<file path="src/rtl/demux_pkg.sv">
// demux_pkg: shared types and default sizing for the demux_stream slice.
// Holds the one-entry slot state encoding used by every output channel.
package demux_pkg;

    // Default number of output channels and default data word width.
    localparam int DEFAULT_N_OUT  = 16;
    localparam int DEFAULT_DATA_W = 8;

    // State of one channel's single-entry holding slot.
    typedef enum logic {
        SLOT_EMPTY = 1'b0,
        SLOT_FULL  = 1'b1
    } slot_state_e;

    // True when the slot currently presents a word downstream.
    function automatic logic slot_is_full(input slot_state_e state);
        return (state == SLOT_FULL);
    endfunction

endpackage

</file>
<file path="src/rtl/demux_slot.sv">
// demux_slot: one output channel of demux_stream.
// Holds at most one word; accepts a new word when empty or when the
// held word is being drained in the same cycle (pass-through refill).
module demux_slot
    import demux_pkg::*;
#(
    parameter int DATA_W = DEFAULT_DATA_W
) (
    input  logic              clk,
    input  logic              rst_n,
    input  logic              i_load,
    input  logic [DATA_W-1:0] i_data,
    input  logic              i_ready,
    output logic              o_valid,
    output logic [DATA_W-1:0] o_data,
    output logic              o_can_load
);

    slot_state_e       r_state;
    logic [DATA_W-1:0] r_data;
    logic              w_drain;

    // An output transfer happens only while a word is actually held.
    assign w_drain    = slot_is_full(r_state) && i_ready;

    // Room exists if nothing is held or the held word leaves this cycle.
    assign o_can_load = (r_state == SLOT_EMPTY) || i_ready;

    assign o_valid    = slot_is_full(r_state);
    assign o_data     = r_data;

    // Slot occupancy: fill on load, empty on drain without refill.
    always_ff @(posedge clk or negedge rst_n) begin
        if (!rst_n) begin
            r_state <= SLOT_EMPTY;
        end else begin
            case (r_state)
                SLOT_EMPTY: begin
                    if (i_load) begin
                        r_state <= SLOT_FULL;
                    end else begin
                        r_state <= SLOT_EMPTY;
                    end
                end
                SLOT_FULL: begin
                    if (i_load) begin
                        r_state <= SLOT_FULL;
                    end else if (w_drain) begin
                        r_state <= SLOT_EMPTY;
                    end else begin
                        r_state <= SLOT_FULL;
                    end
                end
                default: begin
                    r_state <= SLOT_EMPTY;
                end
            endcase
        end
    end

    // Data register needs no reset; it is qualified by r_state everywhere.
    always_ff @(posedge clk) begin
        if (i_load) begin
            r_data <= i_data;
        end else begin
            r_data <= r_data;
        end
    end

endmodule

</file>
<file path="src/rtl/demux_stream.sv">
// demux_stream: routes one valid/ready input stream to N_OUT output
// channels, each backed by an independent one-entry slot so a stalled
// channel never blocks the others. Out-of-range selects are dropped and
// flagged with a one-cycle sel_err pulse.
// Optional feature: define DEMUX_STREAM_SEQ_EN to add the seq_mode input
// and an internal round-robin destination counter.
module demux_stream
    import demux_pkg::*;
#(
    parameter  int N_OUT  = DEFAULT_N_OUT,
    parameter  int DATA_W = DEFAULT_DATA_W,
    localparam int SEL_W  = (N_OUT > 1) ? $clog2(N_OUT) : 1
) (
    input  logic                      clk,
    input  logic                      rst_n,
`ifdef DEMUX_STREAM_SEQ_EN
    input  logic                      seq_mode,
`endif
    input  logic                      in_valid,
    output logic                      in_ready,
    input  logic [DATA_W-1:0]         in_data,
    input  logic [SEL_W-1:0]          in_sel,
    output logic [N_OUT-1:0]          out_valid,
    input  logic [N_OUT-1:0]          out_ready,
    output logic [N_OUT*DATA_W-1:0]   out_data,
    output logic                      sel_err
);

    localparam int SEL_P1 = SEL_W + 1;

    logic [SEL_W-1:0] w_dest;
    logic             w_in_range;
    logic [N_OUT-1:0] w_hit;
    logic [N_OUT-1:0] w_can_load;
    logic [N_OUT-1:0] w_load;
    logic             w_in_ready;
    logic             w_in_xfer;
    logic             r_sel_err;

`ifdef DEMUX_STREAM_SEQ_EN
    logic [SEL_W-1:0] r_seq_cnt;
    logic [SEL_W-1:0] w_seq_next;

    // Sequence mode overrides the requested channel with the counter.
    assign w_dest = seq_mode ? r_seq_cnt : in_sel;

    // Next counter value wraps at N_OUT so it never leaves the valid range.
    always_comb begin
        w_seq_next = r_seq_cnt;
        if (r_seq_cnt == SEL_W'(N_OUT - 1)) begin
            w_seq_next = {SEL_W{1'b0}};
        end else begin
            w_seq_next = r_seq_cnt + SEL_W'(1);
        end
    end

    // Counter advances only on accepted words while in sequence mode.
    always_ff @(posedge clk or negedge rst_n) begin
        if (!rst_n) begin
            r_seq_cnt <= {SEL_W{1'b0}};
        end else if (seq_mode && w_in_xfer) begin
            r_seq_cnt <= w_seq_next;
        end else begin
            r_seq_cnt <= r_seq_cnt;
        end
    end
`else
    assign w_dest = in_sel;
`endif

    // Only reachable-false when N_OUT is not a power of two.
    assign w_in_range = ({1'b0, w_dest} < SEL_P1'(N_OUT));

    // One-hot decode of the destination channel.
    always_comb begin
        w_hit = {N_OUT{1'b0}};
        for (int k = 0; k < N_OUT; k++) begin
            if (w_dest == SEL_W'(k)) begin
                w_hit[k] = 1'b1;
            end else begin
                w_hit[k] = 1'b0;
            end
        end
    end

    // Ready follows the addressed slot; out-of-range words are always taken.
    always_comb begin
        w_in_ready = 1'b1;
        if (w_in_range) begin
            w_in_ready = |(w_hit & w_can_load);
        end else begin
            w_in_ready = 1'b1;
        end
    end

    assign in_ready  = w_in_ready;
    assign w_in_xfer = in_valid && w_in_ready;
    assign w_load    = w_hit & {N_OUT{w_in_xfer && w_in_range}};

    // Flag a dropped out-of-range word on the cycle after it was taken.
    always_ff @(posedge clk or negedge rst_n) begin
        if (!rst_n) begin
            r_sel_err <= 1'b0;
        end else begin
            r_sel_err <= w_in_xfer && !w_in_range;
        end
    end

    assign sel_err = r_sel_err;

    // One independent slot per output channel.
    for (genvar g = 0; g < N_OUT; g++) begin : g_slot
        demux_slot #(
            .DATA_W (DATA_W)
        ) u_slot (
            .clk        (clk),
            .rst_n      (rst_n),
            .i_load     (w_load[g]),
            .i_data     (in_data),
            .i_ready    (out_ready[g]),
            .o_valid    (out_valid[g]),
            .o_data     (out_data[g*DATA_W +: DATA_W]),
            .o_can_load (w_can_load[g])
        );
    end

endmodule

</file>
<file path="config.mk">
export PLATFORM = sky130hd
export DESIGN_NAME = demux_stream
export DESIGN_NICKNAME = d
export VERILOG_FILES = /design/src/rtl/demux_pkg.sv /design/src/rtl/demux_slot.sv /design/src/rtl/demux_stream.sv
export SDC_FILE = /design/constraint.sdc
export NUM_CORES = 1
export LEC_CHECK = 0
export ABC_AREA = 1
export CORE_MARGIN = 4
export CORE_UTILIZATION = 48
export DETAILED_ROUTE_END_ITERATION = 10
export PLACE_DENSITY = 0.85
export SKIP_CTS_REPAIR_TIMING = 1
export SLEW_MARGIN = 25
export SYNTH_ARGS = -nofsm -noshare
export SYNTH_HDL_FRONTEND = slang
export SYNTH_SLANG_ARGS = --single-unit
</file>
<file path="constraint.sdc">
create_clock -name clk -period 2.4 [get_ports clk]
set_input_delay 0.48 -clock clk [delete_from_list [all_inputs] [get_ports clk]]
set_output_delay 0.48 -clock clk [all_outputs]
set_load 0.05 [all_outputs]
</file>
==> run metrics <==
CP max FO=7; later-pin clock latency in the skew report=approximately 0.51 ns; CP Data Arrival Time=around 1.7 ns; yosys warns=0; PwrDens=709 mW/mm^2; Fillers=approximately 570; crit path cell chain=clkdlybuf4s50_1 -> inv_1 -> nand2_1 -> nand3_1 -> nand2_1 -> inv_1 -> nand2_1 -> nor2_2 -> nand2_4 -> buf_12; Tmin final=roughly 2.2 ns; worst min path class=in -> async; Root Buffer=clkbuf_8; DRC=0; Seq pwr share=roughly half; first-pass GRT wire length=19700 um; switching power share of the total=between 20% and 30%; CP max stage delay=0.40 ns; io pins=177; htree depth=4; DIE AREA=0.0123 mm^2; Starting Density=49.2%; worst clock skew=0.00824 ns; RSZ-0062 raised after global routing=false; Longest Clk Path Bufs=2; Worst Tran Pin Value=0.789 ns; placed wire-length estimate=8900 um; area of the multi-input gates=524 um^2; ANT cells=0; Gate power share=9.8%; via density per instance=~4.9; setup_tns=0 ns; total congestion overflow=0; Max Fclk=between 400 and 500 MHz; hold slack=0.431 ns; worst vdd ir=~0.00043 V; Synth-to-Final Area Change=55.6%; crit path launch type=input pin; routability cong.=roughly 0.92; total number of vias=about 3300; core region area=0.0103 mm^2; Crit Path Category=in -> out; Final ANT Viol Nets=0; count of cell types in the netlist=15; port bufs=~180; routed len/inst=19.1 um; Setup-failing EPs final=0; total track usage=a little over a fifth; share of cells above drive strength 1=16.8%; Final Util=76.5%; Mapped Area=0.00508 mm^2; register area share after synthesis=83.6%; Slew Limit Headroom=47.2%; Psw=approximately 0.0014 W; Design Power=0.00560 W; syn_area_per_cell=~16 um^2; Critical Path Sink Type=primary output; Pint=0.00425 W; CTS tree=yes; most common cell after layout, fill and taps aside=clkdlybuf4s50_1; final count of hold timing violations=0; clock power share=between 40 and 50%; most frequent CP cell=nand2_1; status=finished clean; final slew viol count=0; Core Rows=37; initial drt markers=204; leakage power=approximately 3.2 nW; vias in the first global route=~3200; CTS buffer count=17; Final nets=about 570; largest net degree at the start of global routing=17; Worst Path Required=1.92 ns; router iterations before antenna repair=7; final std cells w/o fill=682; Slowest-stage cell, CP=clkdlybuf4s50_1; most frequent cells in the layout=170 x clkdlybuf4s50_1, 128 x edfxtp_1, 51 x inv_1, 43 x nand2_1, 25 x buf_4; Reg area=roughly 0.0042 mm^2; reg2reg setup slack=0.56 ns; #FFs+latches synth=144; Mapped Nets=351; Reg clk slew, reported paths=roughly 0.060 ns; initial antenna violation count=0; die height=around 110 um; die width=111 um; Tcrit/Tclk final=92.0%; # placed instances=~650; WL final=13000 um; Syn Inst Count=320; Clock Sinks=144; max cap viols=0
## Yosys cell counts
| cell type | instances | area, um^2 |
|---|---|---|
| edfxtp_1 | 128 | 3840 |
| inv_1 | 51 | 191 |
| nand2_1 | 47 | 176 |
| nand3_1 | 22 | 110 |
| nor2_1 | 20 | 75.1 |
| buf_4 | 17 | 128 |
| dfrtp_1 | 16 | 400 |
| nand3_2 | 9 | 90.1 |
| nor2_2 | 4 | 25.0 |
| buf_2 | 1 | 5.00 |
| buf_6 | 1 | 11.3 |
| clkbuf_1 | 1 | 3.75 |
| conb_1 | 1 | 3.75 |
| inv_2 | 1 | 3.75 |
| nand2_4 | 1 | 11.3 |
## critical path, delay by kind of cell
family                 cells  cell delay [ns]
buffers and inverters      4             0.70
AND/OR/NAND/NOR            6             0.56
## sequential cells by signal, summed over array words and instances, names as in the netlist
signal	cells
g_slot.u_slot.o_valid	16
g_slot.u_slot.o_data	128
## cell type report
type,count,area share (%)
Sequential cell,144,53.7
Timing Repair Buffer,215,28.6
Multi-Input combinational cell,104,6.64
Clock buffer,18,5.29
Inverter,52,2.47
Tap cell,136,2.15
Clock inverter,13,1.12
## per-layer routing
layer / track usage [%] / wire, um / part of all wire (%) / up-vias
li1: - / - / - / 1497
met1: 26.8 / 5100 / 39 / 1597
met2: 36.0 / 6570 / 51 / 207
met3: 6.88 / 1080 / 8.3 / 24
met4: 5.34 / 255 / 2.0 / 0
met5: 0 / 0 / 0 / -
## path summary, 6_finish.rpt
check,cells past startpoint,startpoint,end
max in group asynchronous,1,rst_n,g_slot[3].u_slot.o_valid$_DFF_PN0_
max,10,out_ready[3],in_ready
min,1,rst_n,g_slot[5].u_slot.o_valid$_DFF_PN0_
max reg2reg,10,g_slot[3].u_slot.o_valid$_DFF_PN0_,g_slot[15].u_slot.o_data[2]$_DFFE_PP_
min in group clk,2,g_slot[12].u_slot.o_valid$_DFF_PN0_,g_slot[12].u_slot.o_valid$_DFF_PN0_
min reg2reg,2,g_slot[12].u_slot.o_valid$_DFF_PN0_,g_slot[12].u_slot.o_valid$_DFF_PN0_
## power groups by stage
| stage | Combinational [W] | Sequential [W] | Clock, W |
|---|---|---|---|
| 2_1_floorplan | 0.000146 | 0.00298 | 0 |
| 3_3_place_gp | 0.000513 | 0.00285 | 0 |
| 3_5_place_dp | 0.000525 | 0.00285 | 0 |
| 4_1_cts | 0.000528 | 0.00280 | 0.00229 |
| 5_1_grt | 0.000576 | 0.00280 | 0.00242 |
| 6_report | 0.000550 | 0.00280 | 0.00225 |
## cell families after synthesis
kind of cell,count (synthesis),share of synthesized area [%]
DFF,144,83.6
buffers and inverters,72,6.75
other,1,0.0738
and+or+nand+nor,103,9.61
## per-stage QoR
stage	setup slack, ns	cell area, um^2
3_5_place_dp	-0.235	7320
6_report	0.191	7900
4_1_cts	-0.232	7830
3_3_place_gp	-0.129	7320
5_1_grt	0.106	7900
2_1_floorplan	0.498	5080
(Power assumes the default switching activity.)
